### config.mk
export PLATFORM = sky130hd
export DESIGN_NAME = memory_write_arbiter_flat
export DESIGN_NICKNAME = d
export VERILOG_FILES = /design/src/rtl/memory_write_arbiter_pkg.sv /design/src/rtl/memory_write_arbiter_if.sv /design/src/rtl/memory_write_arbiter_round_robin_picker.sv /design/src/rtl/memory_write_arbiter.sv /design/src/flat_wrapper.sv
export SDC_FILE = /design/constraint.sdc
export NUM_CORES = 1
export LEC_CHECK = 0
export ABC_CLOCK_PERIOD_IN_PS = 1950
export CAP_MARGIN = 20
export CORE_ASPECT_RATIO = 1.2
export CORE_MARGIN = 4
export CORE_UTILIZATION = 39
export DETAILED_ROUTE_END_ITERATION = 6
export PLACE_DENSITY = 0.75
export RECOVER_POWER = 50
export SYNTH_ARGS = -nofsm -noshare
export SYNTH_HDL_FRONTEND = slang
export SYNTH_SLANG_ARGS = --single-unit
### constraint.sdc
create_clock -name clock_in -period 1.95 [get_ports clock_in]
set_clock_uncertainty 0.1 [all_clocks]
set_input_delay 0.585 -clock clock_in [delete_from_list [all_inputs] [get_ports clock_in]]
set_output_delay 0.585 -clock clock_in [all_outputs]
set_load 0.1 [all_outputs]
### src/rtl/memory_write_arbiter_pkg.sv
// rtl/memory_write_arbiter_pkg.sv - shared types and constants for the frame-memory write arbiter
package memory_arbiter_pkg;

  typedef enum logic {
    ARB_IDLE  = 1'b0,
    ARB_CLEAR = 1'b1
  } arbiter_state_t;

  localparam int NUM_REQUESTERS = 2;

endpackage

### src/rtl/memory_write_arbiter_if.sv
// rtl/memory_write_arbiter_if.sv - requester, clear and memory-side signals of the write arbiter
interface memory_write_arbiter_if #(
  parameter int DATA_WIDTH    = 16,
  parameter int ADDRESS_WIDTH = 5
);

  logic                     clear_start_in;
  logic [DATA_WIDTH-1:0]    clear_value_in;
  logic                     clear_busy_out;
  logic                     req0_valid_in;
  logic [ADDRESS_WIDTH-1:0] req0_address_in;
  logic [DATA_WIDTH-1:0]    req0_data_in;
  logic                     req0_ready_out;
  logic                     req1_valid_in;
  logic [ADDRESS_WIDTH-1:0] req1_address_in;
  logic [DATA_WIDTH-1:0]    req1_data_in;
  logic                     req1_ready_out;
  logic [ADDRESS_WIDTH-1:0] write_address_out;
  logic [DATA_WIDTH-1:0]    data_out;
  logic                     memory_wr_out;
  logic                     grant_out;

  modport slave (
    input  clear_start_in, clear_value_in,
    input  req0_valid_in, req0_address_in, req0_data_in,
    input  req1_valid_in, req1_address_in, req1_data_in,
    output clear_busy_out, req0_ready_out, req1_ready_out,
    output write_address_out, data_out, memory_wr_out, grant_out
  );

  modport master (
    output clear_start_in, clear_value_in,
    output req0_valid_in, req0_address_in, req0_data_in,
    output req1_valid_in, req1_address_in, req1_data_in,
    input  clear_busy_out, req0_ready_out, req1_ready_out,
    input  write_address_out, data_out, memory_wr_out, grant_out
  );

endinterface

### src/rtl/memory_write_arbiter_round_robin_picker.sv
// rtl/memory_write_arbiter_round_robin_picker.sv - combinational two-way round-robin grant selection
module round_robin_picker
  import memory_arbiter_pkg::*;
(
  input  logic [NUM_REQUESTERS-1:0] valids,
  input  logic                      pointer,
  output logic                      grant_index,
  output logic                      grant_valid
);

  // A lone requester wins regardless of the pointer; the pointer only breaks ties.
  always_comb begin
    grant_valid = |valids;
    grant_index = pointer;
    if (valids == 2'b01) begin
      grant_index = 1'b0;
    end else if (valids == 2'b10) begin
      grant_index = 1'b1;
    end
  end

endmodule

### src/rtl/memory_write_arbiter.sv
// rtl/memory_write_arbiter.sv - round-robin write-port arbiter with full-memory clear engine
module memory_write_arbiter
  import memory_arbiter_pkg::*;
#(
  parameter int DATA_WIDTH    = 16,
  parameter int ADDRESS_WIDTH = 5
) (
  input logic             clock_in,
  input logic             reset_in,
  memory_write_arbiter_if.slave bus
);

  localparam logic [ADDRESS_WIDTH-1:0] LAST_ADDRESS = {ADDRESS_WIDTH{1'b1}};

  arbiter_state_t           state;
  logic                     pointer;
  logic [ADDRESS_WIDTH-1:0] clear_counter;
  logic [DATA_WIDTH-1:0]    fill_value;
  logic                     final_clear_write;
  logic [ADDRESS_WIDTH-1:0] write_address_reg;
  logic [DATA_WIDTH-1:0]    data_reg;
  logic                     memory_wr_reg;
  logic                     grant_reg;

  logic                     grant_index;
  logic                     grant_valid;
  logic                     accept_window;
  logic                     handshake;

  round_robin_picker picker (
    .valids      ({bus.req1_valid_in, bus.req0_valid_in}),
    .pointer     (pointer),
    .grant_index (grant_index),
    .grant_valid (grant_valid)
  );

  // Requests stay blocked through the final clear write so acceptance lines up with busy dropping.
  assign accept_window = (state == ARB_IDLE) && !final_clear_write && !bus.clear_start_in;
  assign handshake     = accept_window && grant_valid;

  assign bus.req0_ready_out    = handshake && (grant_index == 1'b0);
  assign bus.req1_ready_out    = handshake && (grant_index == 1'b1);
  assign bus.clear_busy_out    = (state == ARB_CLEAR) || final_clear_write;
  assign bus.write_address_out = write_address_reg;
  assign bus.data_out          = data_reg;
  assign bus.memory_wr_out     = memory_wr_reg;
  assign bus.grant_out         = grant_reg;

  always_ff @(posedge clock_in) begin
    if (reset_in) begin
      state             <= ARB_IDLE;
      pointer           <= 1'b0;
      clear_counter     <= '0;
      fill_value        <= '0;
      final_clear_write <= 1'b0;
      write_address_reg <= '0;
      data_reg          <= '0;
      memory_wr_reg     <= 1'b0;
      grant_reg         <= 1'b0;
    end else begin
      case (state)
        ARB_IDLE: begin
          final_clear_write <= 1'b0;
          memory_wr_reg     <= 1'b0;
          if (!final_clear_write && bus.clear_start_in) begin
            state         <= ARB_CLEAR;
            clear_counter <= '0;
            fill_value    <= bus.clear_value_in;
          end else if (handshake) begin
            write_address_reg <= grant_index ? bus.req1_address_in : bus.req0_address_in;
            data_reg          <= grant_index ? bus.req1_data_in : bus.req0_data_in;
            memory_wr_reg     <= 1'b1;
            grant_reg         <= grant_index;
            pointer           <= ~grant_index;
          end
        end
        ARB_CLEAR: begin
          write_address_reg <= clear_counter;
          data_reg          <= fill_value;
          memory_wr_reg     <= 1'b1;
          clear_counter     <= clear_counter + 1'b1;
          if (clear_counter == LAST_ADDRESS) begin
            state             <= ARB_IDLE;
            final_clear_write <= 1'b1;
          end
        end
        default: begin
          state         <= ARB_IDLE;
          memory_wr_reg <= 1'b0;
        end
      endcase
    end
  end

endmodule

### src/flat_wrapper.sv
// flat-port wrapper written by rule: the top's interface ports become plain ports
module memory_write_arbiter_flat import memory_arbiter_pkg::*;
#(
  parameter int DATA_WIDTH    = 16,
  parameter int ADDRESS_WIDTH = 5
)
  (clock_in, reset_in, bus_clear_start_in, bus_clear_value_in, bus_req0_valid_in, bus_req0_address_in, bus_req0_data_in, bus_req1_valid_in, bus_req1_address_in, bus_req1_data_in, bus_clear_busy_out, bus_req0_ready_out, bus_req1_ready_out, bus_write_address_out, bus_data_out, bus_memory_wr_out, bus_grant_out);
  memory_write_arbiter_if #(.DATA_WIDTH(DATA_WIDTH), .ADDRESS_WIDTH(ADDRESS_WIDTH)) bus_i ();
  input logic clock_in;
  input logic reset_in;
  input wire logic [$bits(bus_i.clear_start_in)-1:0] bus_clear_start_in;
  input wire logic [$bits(bus_i.clear_value_in)-1:0] bus_clear_value_in;
  input wire logic [$bits(bus_i.req0_valid_in)-1:0] bus_req0_valid_in;
  input wire logic [$bits(bus_i.req0_address_in)-1:0] bus_req0_address_in;
  input wire logic [$bits(bus_i.req0_data_in)-1:0] bus_req0_data_in;
  input wire logic [$bits(bus_i.req1_valid_in)-1:0] bus_req1_valid_in;
  input wire logic [$bits(bus_i.req1_address_in)-1:0] bus_req1_address_in;
  input wire logic [$bits(bus_i.req1_data_in)-1:0] bus_req1_data_in;
  output wire logic [$bits(bus_i.clear_busy_out)-1:0] bus_clear_busy_out;
  output wire logic [$bits(bus_i.req0_ready_out)-1:0] bus_req0_ready_out;
  output wire logic [$bits(bus_i.req1_ready_out)-1:0] bus_req1_ready_out;
  output wire logic [$bits(bus_i.write_address_out)-1:0] bus_write_address_out;
  output wire logic [$bits(bus_i.data_out)-1:0] bus_data_out;
  output wire logic [$bits(bus_i.memory_wr_out)-1:0] bus_memory_wr_out;
  output wire logic [$bits(bus_i.grant_out)-1:0] bus_grant_out;
  assign bus_i.clear_start_in = bus_clear_start_in;
  assign bus_i.clear_value_in = bus_clear_value_in;
  assign bus_i.req0_valid_in = bus_req0_valid_in;
  assign bus_i.req0_address_in = bus_req0_address_in;
  assign bus_i.req0_data_in = bus_req0_data_in;
  assign bus_i.req1_valid_in = bus_req1_valid_in;
  assign bus_i.req1_address_in = bus_req1_address_in;
  assign bus_i.req1_data_in = bus_req1_data_in;
  assign bus_clear_busy_out = bus_i.clear_busy_out;
  assign bus_req0_ready_out = bus_i.req0_ready_out;
  assign bus_req1_ready_out = bus_i.req1_ready_out;
  assign bus_write_address_out = bus_i.write_address_out;
  assign bus_data_out = bus_i.data_out;
  assign bus_memory_wr_out = bus_i.memory_wr_out;
  assign bus_grant_out = bus_i.grant_out;
  memory_write_arbiter #(.DATA_WIDTH(DATA_WIDTH), .ADDRESS_WIDTH(ADDRESS_WIDTH)) u_core (.clock_in(clock_in), .reset_in(reset_in), .bus(bus_i));
endmodule
==> out/qor.csv <==
metric;value;unit
ir_drop;400;uV
required;1.26;ns
path_depth;4;
grt_pass1_wl;11.6;mm
register_area;943;um^2
synth.distinct_cells;33;
fill_cells;482;
cts_root_buf;clkbuf_8;
cts_tree;yes;
fin_hold_ws;0.360;ns
worst-path-buf-inv;2;
fin_crit;2.04;ns
pwr-share-seq;40.6;%
drtAntennaViolNets;0;
powerDensity;716;nW/um^2
layout_setup_ws;-0.0869;ns
drc_errors;0;
holdBufCountCts;0;
cp_cell_sequence;buf_6 > nor3_4 > and3_4 > buf_12;
hold_path_depth;2;
drt-initial-drc-count;247;
die_y;92.3;um
cpPeakStageDelay;0.25;ns
diodes;0;
worstRegToRegCells;6;
layout_commonest_cell;clkdlybuf4s50_1;
setup-violations-final;2;
fmax;0.491;GHz
p_sw_share;33.2;%
slew-limit-headroom;68.2;%
syn_inst;290;
antenna_found_initial;0;
tightest_slew;0.477;ns
avgSynthCellArea;7.96;um^2
initial_core_util;40.5;%
syn2layout_area_growth;59.3;%
cts_made_buffers;5;
cp_top_family;simple AND/OR/NAND/NOR gates;
synth-seq-cells;47;
critical_path_arrival;1.35;ns
drive_gt1_share;18.4;%
power.total;2.63;mW
power.leakage;1.32;nW
coreArea;5710;um^2
finalHoldViolCount;0;
outcome;finished, violations left;
cts.sinks;47;
drt-vias-per-instance;5.38;
dp.cells;446;
period_share;104;%
final_cell_mix;clkdlybuf4s50_1, nand2_1, dfxtp_1;
crit_slowest_cell;nor3_4;
cap_violations;0;
clk_pin_slew;0.09;ns
clkPwrFrac;27.8;%
startpoint_type;input pin;
routedWlPerCell;15.7;um
htreeDepth;2;
vias;2454;
synth_warnings;0;
die-area;7220;um^2
first_global_vias;2369;
combinationalPowerShare;31.6;%
rsz0062_at_grt;yes;
fp.dieW;78.2;um
internal-power;1.76;mW
fin_nets;440;
clk_latency;0.30;ns
port-buffer-count;88;
critPathMaxFanout;4;
grt_use_total;19.8;%
violations;negative setup slack;
drt_wl_total;7.14;mm
worstSetupPathType;in -> out;
cts_buffer_depth;2;
place_congestion;0.814;
grt.overflow.total;0;
hold_class;reg -> reg;
maxSlewViolCount;0;
io_pins;89;
p_sw;873;uW
fp-row-count;30;
fin_util;64.5;%
seq_area_frac_synth;40.8;%
grt_max_degree;52;
syn_area;2310;um^2
cp-end-kind;output port;
finalNonFillerCells;456;
first_pass_iters;5;
multi_input_area;1220;um^2
hpwl;5.05;mm
syn-num-nets;355;
-- flip-flops by register name, indices dropped and copies added (netlist names), 5 cells and up --
signal and flops:
u_core.clear_counter 5, u_core.fill_value 16, u_core.bus.write_address_out 5, u_core.bus.data_out 16
-- metal layers --
layer | up-vias | routed length, um | global-route usage (%)
li1 | 1211 | - | -
met1 | 1131 | 2900 | 24.7
met2 | 97 | 3630 | 34.2
met3 | 15 | 462 | 3.44
met4 | 0 | 154 | 7.00
met5 | - | 0 | 0
-- power by group through the flow --
stage	clock, mW	combinational [mW]	sequential [mW]
6_report	0.731	0.832	1.07
5_1_grt	0.790	0.873	1.08
4_1_cts	0.748	0.830	1.07
3_5_place_dp	0	0.826	1.09
3_3_place_gp	0	0.820	1.09
2_1_floorplan	0	0.258	1.30
-- Yosys cell counts --
cell / count / area [um^2]
nand4_1: 21 / 131
a311oi_1: 1 / 8.76
buf_2: 7 / 35.0
a32oi_1: 2 / 17.5
o21ai_0: 20 / 100
nand3b_1: 4 / 30.0
nand2_1: 54 / 203
and3_1: 2 / 12.5
nand3_1: 20 / 100
nor3_4: 1 / 16.3
o21bai_1: 1 / 7.51
a31oi_1: 1 / 6.26
o221a_2: 1 / 11.3
xor2_1: 1 / 8.76
a21boi_0: 1 / 7.51
nor2b_1: 22 / 138
ha_1: 2 / 25.0
o21ba_2: 1 / 10.0
a41oi_1: 19 / 166
buf_6: 3 / 33.8
and2_1: 1 / 6.26
dfxtp_1: 47 / 941
or3b_1: 1 / 8.76
a21oi_1: 23 / 115
clkbuf_1: 17 / 63.8
nor3b_1: 1 / 7.51
a21boi_1: 1 / 7.51
nor2_1: 2 / 7.51
inv_1: 3 / 11.3
or2_2: 3 / 18.8
nand2b_1: 4 / 25.0
nor3b_2: 1 / 12.5
buf_4: 2 / 15.0
-- kinds of logic (layout without fill, tap and decap cells) --
logic type / after synthesis / count (layout) / share of synthesized area (%)
AO/OA/AOI/OAI: 71 / 71 / 19.8
XOR/XNOR: 1 / 1 / 0.379
adder cells (fa/ha/maj): 2 / 2 / 1.08
buffers and inverters: 32 / 118 / 6.88
flip-flops: 47 / 47 / 40.8
AND/OR/NAND/NOR: 137 / 137 / 31.1
-- final cells by class --
type                    count  share of cell area (%)
inverters                   3                   0.306
clock inverters             3                    1.26
multi-input cells         211                    33.2
well taps                  80                    2.72
flip-flops and latches     47                    25.6
repair buffers            107                    35.0
clock buffers               5                    1.87
-- what timing repair did --
action                     CTS  global route
pin swaps                    4             1
setup buffers                1             1
gates resized for setup     16             1
setup endpoints to repair   19             2
-- path summary, 6_finish.rpt --
path | endpoint | slack (ns) | from
worst max register to register | u_core.bus.write_address_out[3] | 0.22 | u_core.final_clear_write
worst min-delay path | u_core.fill_value[5] | 0.36 | u_core.fill_value[5]
worst max-delay path | bus_req1_ready_out | -0.09 | bus_clear_start_in
worst min register to register | u_core.fill_value[5] | 0.36 | u_core.fill_value[5]
-- worst reg2reg max path, stage by stage, from the launching register on --
cell	delay [ns]
dfxtp_2	0.35
nor3_4	0.24
buf_4	0.15
buf_4	0.11
buf_6	0.28
nand4_1	0.18
a41oi_1	0.25
-- stage by stage --
| stage | cell area, um^2 | setup WS [ns] | TNS [ns] |
|---|---|---|---|
| floorplan | 2330 | -0.137 | -0.177 |
| global placement | 3550 | -0.453 | -11.95 |
| detailed placement | 3550 | -0.447 | -12.52 |
| CTS | 3670 | -0.0732 | -0.0999 |
| global route | 3680 | -0.137 | -0.227 |
| finish | 3680 | -0.0869 | -0.126 |
No activity file was read; power rests on OpenSTA's default activity.
==> RTL edit 1 (same settings) <==
`ADDRESS_WIDTH` is set to 5 in 3 places; all go to 4.
--- a/src/rtl/memory_write_arbiter_if.sv
+++ b/src/rtl/memory_write_arbiter_if.sv
@@ -2,5 +2,5 @@
 interface memory_write_arbiter_if #(
   parameter int DATA_WIDTH    = 16,
-  parameter int ADDRESS_WIDTH = 5
+  parameter int ADDRESS_WIDTH = 4
 );
 
--- a/src/rtl/memory_write_arbiter.sv
+++ b/src/rtl/memory_write_arbiter.sv
@@ -4,5 +4,5 @@
 #(
   parameter int DATA_WIDTH    = 16,
-  parameter int ADDRESS_WIDTH = 5
+  parameter int ADDRESS_WIDTH = 4
 ) (
   input logic             clock_in,
--- a/src/flat_wrapper.sv
+++ b/src/flat_wrapper.sv
@@ -3,5 +3,5 @@
 #(
   parameter int DATA_WIDTH    = 16,
-  parameter int ADDRESS_WIDTH = 5
+  parameter int ADDRESS_WIDTH = 4
 )
   (clock_in, reset_in, bus_clear_start_in, bus_clear_value_in, bus_req0_valid_in, bus_req0_address_in, bus_req0_data_in, bus_req1_valid_in, bus_req1_address_in, bus_req1_data_in, bus_clear_busy_out, bus_req0_ready_out, bus_req1_ready_out, bus_write_address_out, bus_data_out, bus_memory_wr_out, bus_grant_out);
Ports: changed (resized bus_req0_address_in, bus_req1_address_in and bus_write_address_out); port bits go from 89 to 86. No check against the original RTL was run, so the function may have changed too.
==> RTL edit 1 against the original RTL <==
- the run still ends with negative setup slack left
- hold slack worse by 0.0018 ns
- sequential power shrank 6%
- critical path depth unchanged
- design area shrank 16%
- setup slack got worse by 0.10 ns
- synthesized cell count decreased by 19%
- combinational power is 13% lower
- register-to-register slack worse by 0.07 ns
- total power decreased by 7.2%
- sequential cell count decreased by 2
- via count down 15%
- wire length is 17% lower
- sequential share of layout area up 3.7 points
- synthesized area fell by 15%
==> RTL edit 1: results (changes against the original RTL) <==
status complete, but fails checks; failing checks negative setup slack; sequential power 1010 µW (-6%); PortBufs 85 (-3.4%); Compound-Gate Fraction of Synth Area 0.237 (+0.0388); fill count 461 (-4.4%); largest net degree at the start of global routing 31 (-40%); grt met1 use 0.251 (+0.00423); Worst-Margin Slew 0.602 ns (+0.125 ns); R2R Path Start u_core.state; startpoint class of the critical path flip-flop; R2R Path End u_core.bus.write_address_out[0]; # nets final 393 (-11%); Post-Synth Adder-Cell Area 0.0114 (+0.000603); vias 2096 (-15%); met1 wire length 2480 µm (-14%); leakage power 0.00121 µW (-8.5%); Switching Share 0.336 (+0.00398); post-synthesis mux area share 0.00509 (+0.00509); CP top delay family flip-flops; setup slack after layout -0.187 ns (-0.100 ns); r2r setup slk 0.15 ns (-0.07 ns); Worst EP arrival 1.45 ns (+0.10 ns); Setup TNS -0.568 ns (-0.442 ns); wire length of the first global-routing pass 9330 µm (-20%); share of cells above drive strength 1 0.202 (+0.0183); synth top area cells dfxtp_1 46%, a21oi_1 11%, nand2_1 10%; xor and xnor area share after synthesis 0.00445 (+0.000656); grt met3 use 0.0387 (+0.00431); vias in the first global route 1944 (-18%); Design Power 2440 µW (-7.2%); slowest cell delay on critical path 0.37 ns (+0.12 ns); Seq/Total Area, Yosys 0.458 (+0.0501); maximum vdd ir drop 0.432 mV (+8.1%); Register-to-Register Path Depth 6 (unchanged); WL met2 2740 µm (-25%); Starting DRT DRC Count 147 (-40%); end point of the critical path bus_req0_ready_out; Total GRT Usage 0.188 (-0.0106); routed wire length 5900 µm (-17%); Final setup viols 19 (+17); synth cell count leaders 54 x nand2_1, 45 x dfxtp_1, 43 x a21oi_1; wire length on met3 573 µm (+24%); Pre-Repair DR Iteration Count 4 (-1); Critical Path Slowest Stage Cell dfxtp_4; gp weighted congestion 0.818 (+0.58%); GR Layer Usage met2 0.301 (-0.0408)
-- RTL edit 1: worst min-delay path by stage --
| stage | from | endpoint | cells past startpoint |
|---|---|---|---|
| 6_report | u_core.fill_value[7] | u_core.fill_value[7] | 2 |
| 5_1_grt | u_core.fill_value[7] | u_core.fill_value[7] | 2 |
| 4_1_cts | u_core.fill_value[13] | u_core.fill_value[13] | 2 |
| 3_5_place_dp | u_core.fill_value[13] | u_core.fill_value[13] | 2 |
| 3_3_place_gp | u_core.fill_value[6] | u_core.fill_value[6] | 2 |
| 2_1_floorplan | u_core.fill_value[0] | u_core.fill_value[0] | 2 |
-- RTL edit 1: metrics by stage --
stage	instance area [µm²]	instances	setup slack, ns	hold slack, ns
6_report	3080	392	-0.187	0.359
5_1_grt	3080	392	-0.266	0.388
4_1_cts	3420	392	-0.197	0.360
3_5_place_dp	3280	381	-0.576	0.349
3_3_place_gp	3280	381	-0.556	0.342
2_1_floorplan	2000	236	-0.663	0.336
-- RTL edit 1: worst register-to-register path, delay by kind of cell, from the launching register on --
kind,cells,cell delay (ns)
AND/OR/NAND/NOR,3,0.44
flip-flops,1,0.37
AO/OA/AOI/OAI,1,0.35
buffers and inverters,2,0.42
-- RTL edit 1: cell type report --
cell class | instances | area (µm²) | share of cell area
Clock inverter | 2 | 38.8 | 0.0126
Timing Repair Buffer | 109 | 993 | 0.323
Tap cell | 60 | 75.1 | 0.0244
Multi-Input combinational cell | 166 | 971 | 0.315
Inverter | 4 | 25.0 | 0.00812
Sequential cell | 45 | 905 | 0.294
Clock buffer | 6 | 72.6 | 0.0236
-- RTL edit 1: timing repair --
item                       in CTS  in global routing
setup endpoints to repair      22                  2
hold endpoints to repair        0                  0
pin swaps                       3                  1
gates resized for setup        13                  0
buffers inserted                3                  0
==> RTL edit 2 (same settings) <==
Without the edit above. Reset style: asynchronous (`reset_in`), changed in one clocked block.
--- a/src/rtl/memory_write_arbiter.sv
+++ b/src/rtl/memory_write_arbiter.sv
@@ -47,5 +47,5 @@
   assign bus.grant_out         = grant_reg;
 
-  always_ff @(posedge clock_in) begin
+  always_ff @(posedge clock_in or posedge reset_in) begin
     if (reset_in) begin
       state             <= ARB_IDLE;
Check against the original RTL: differs if reset_in is asserted again (counterexample within 4 cycles, from zero or initial values and one cycle with reset_in high); with reset_in held inactive, the same outputs for 10 cycles.
==> RTL edit 2 against the original RTL <==
- the flow still finishes with violations (negative setup slack)
- wire length decreased by 17%
- non-clock buffer count fell by 1
- design area fell by 5.6%
- maximum frequency decreased by 10%
- sequential cell count did not move
- synthesized area down 10%
- utilization rose by 4.4 points
- setup slack worse by 0.23 ns
- critical path type unchanged
- largest cell class unchanged
- highest routed layer unchanged
Power is not compared: it rests on default switching activity, and its combinational part moved more than twofold at a synthesized area within 25%.
==> RTL edit 2: results (changes against the original RTL) <==
synth cell count leaders 47 x dfrtp_1, 21 x a22o_1, 20 x a221o_1; wire length on met3 336 µm (-27%); met1 wire length 2310 µm (-20%); vias per cell 5.45 (+1.3%); failing checks negative setup slack; gp weighted congestion 0.759 (-6.7%); slowest cell delay on critical path 0.54 ns (+0.29 ns); Mapped Nets 225 (-37%); vias in the first global route 1914 (-19%); WL met2 3170 µm (-13%); setup slack after layout -0.321 ns (-0.234 ns); vias 1767 (-28%); WL per Instance 18.3 µm (+17%); fill count 383 (-21%); largest net degree at the start of global routing 48 (-7.7%); htree depth 2 (unchanged); Worst EP arrival 1.59 ns (+0.24 ns); Worst-Margin Slew 1.03 ns (+0.553 ns); placed cells 310 (-30%); clk_lat worst skew 0.28 ns (-0.02 ns); Worst Hold Path Cells 1 (-1); Seq/Total Area, Yosys 0.567 (+0.160); status complete, but fails checks; Distinct cells, synth 31 (-6.1%); # nets final 328 (-25%); Pre-Repair DR Iteration Count 4 (-1); Critical Path Slowest Stage Cell or4b_4; DP Wirelength 4140 µm (-18%); Setup TNS -0.744 ns (-0.618 ns); wire length of the first global-routing pass 9470 µm (-19%); most used flip-flop cell after synthesis dfrtp_1; post-synthesis async set-or-reset flop share 1.00 (+1.00); Total GRT Usage 0.192 (-0.00621); CP Max Fanout 3 (-1); Final setup viols 3 (+1)
[RTL edit 2: cell families after synthesis]
| kind of cell | count (synthesis) | synth area share |
|---|---|---|
| AO/OA/AOI/OAI | 52 | 0.217 |
| flip-flops | 47 | 0.567 |
| AND/OR/NAND/NOR | 24 | 0.0616 |
| multiplexers | 17 | 0.0917 |
| buffers and inverters | 15 | 0.0374 |
| adder cells (fa/ha/maj) | 3 | 0.0169 |
| XOR/XNOR | 2 | 0.00845 |
[RTL edit 2: what timing repair did]
| item | CTS | global route |
|---|---|---|
| resized for setup | 12 | 7 |
| cloned | 1 | 0 |
| pin swaps | 3 | 3 |
| setup endpoints to repair | 23 | 24 |
| hold endpoints to repair | 0 | 0 |
| buffers inserted | 2 | 4 |
[RTL edit 2: path summary, 6_finish.rpt]
check                                          start  slack, ns                      to
min in group asynchronous                   reset_in       0.82  u_core.bus.data_out[1]
worst min-delay path            u_core.fill_value[8]       0.40    u_core.fill_value[8]
worst max-delay path              bus_clear_start_in      -0.32      bus_req1_ready_out
max in group asynchronous                   reset_in       0.28  u_core.bus.data_out[5]
worst min register to register  u_core.fill_value[8]       0.40    u_core.fill_value[8]
worst max register to register          u_core.state       0.04   u_core.fill_value[11]
[RTL edit 2: per-stage QoR]
stage | cell area, µm² | total power [µW] | setup slack (ns)
floorplan | 2080 | 4660 | -0.180
global placement | 3350 | 6290 | -0.637
detailed placement | 3350 | 6380 | -0.628
CTS | 3510 | 7190 | -0.327
global route | 3470 | 7390 | -0.365
finish | 3470 | 7070 | -0.321
[RTL edit 2: worst register-to-register path: stages, from the launching register on]
cell and delay [ns]:
dfrtp_1 0.41, clkbuf_1 0.10, clkbuf_1 0.14, or2_4 0.29
buf_4 0.15, nor2_4 0.11, buf_12 0.16, mux2_2 0.34
[RTL edit 2: cell type report]
class,instances,area (µm²),share of cell area
sequential,47,1180,0.339
multi-input combinational,98,841,0.242
tap,60,75.1,0.0216
clock buffer,8,100,0.0288
timing repair buffer,106,1260,0.363
inverter,5,18.8,0.00541
[RTL edit 2: layer usage]
metal  up-vias  global-route usage
met4         0              0.0631
li1        817                   -
met3        10              0.0379
met5         -                   0
met2        57               0.341
met1       883               0.230
[RTL edit 2: power by group through the flow]
stage / logic (µW) / registers [µW] / clock network, µW
after detailed placement: 4430 / 1940 / 0
after CTS: 4610 / 1940 / 646
after floorplan: 1200 / 3460 / 0
after global placement: 4370 / 1920 / 0
final: 4500 / 1950 / 625
after global routing: 4690 / 2010 / 686
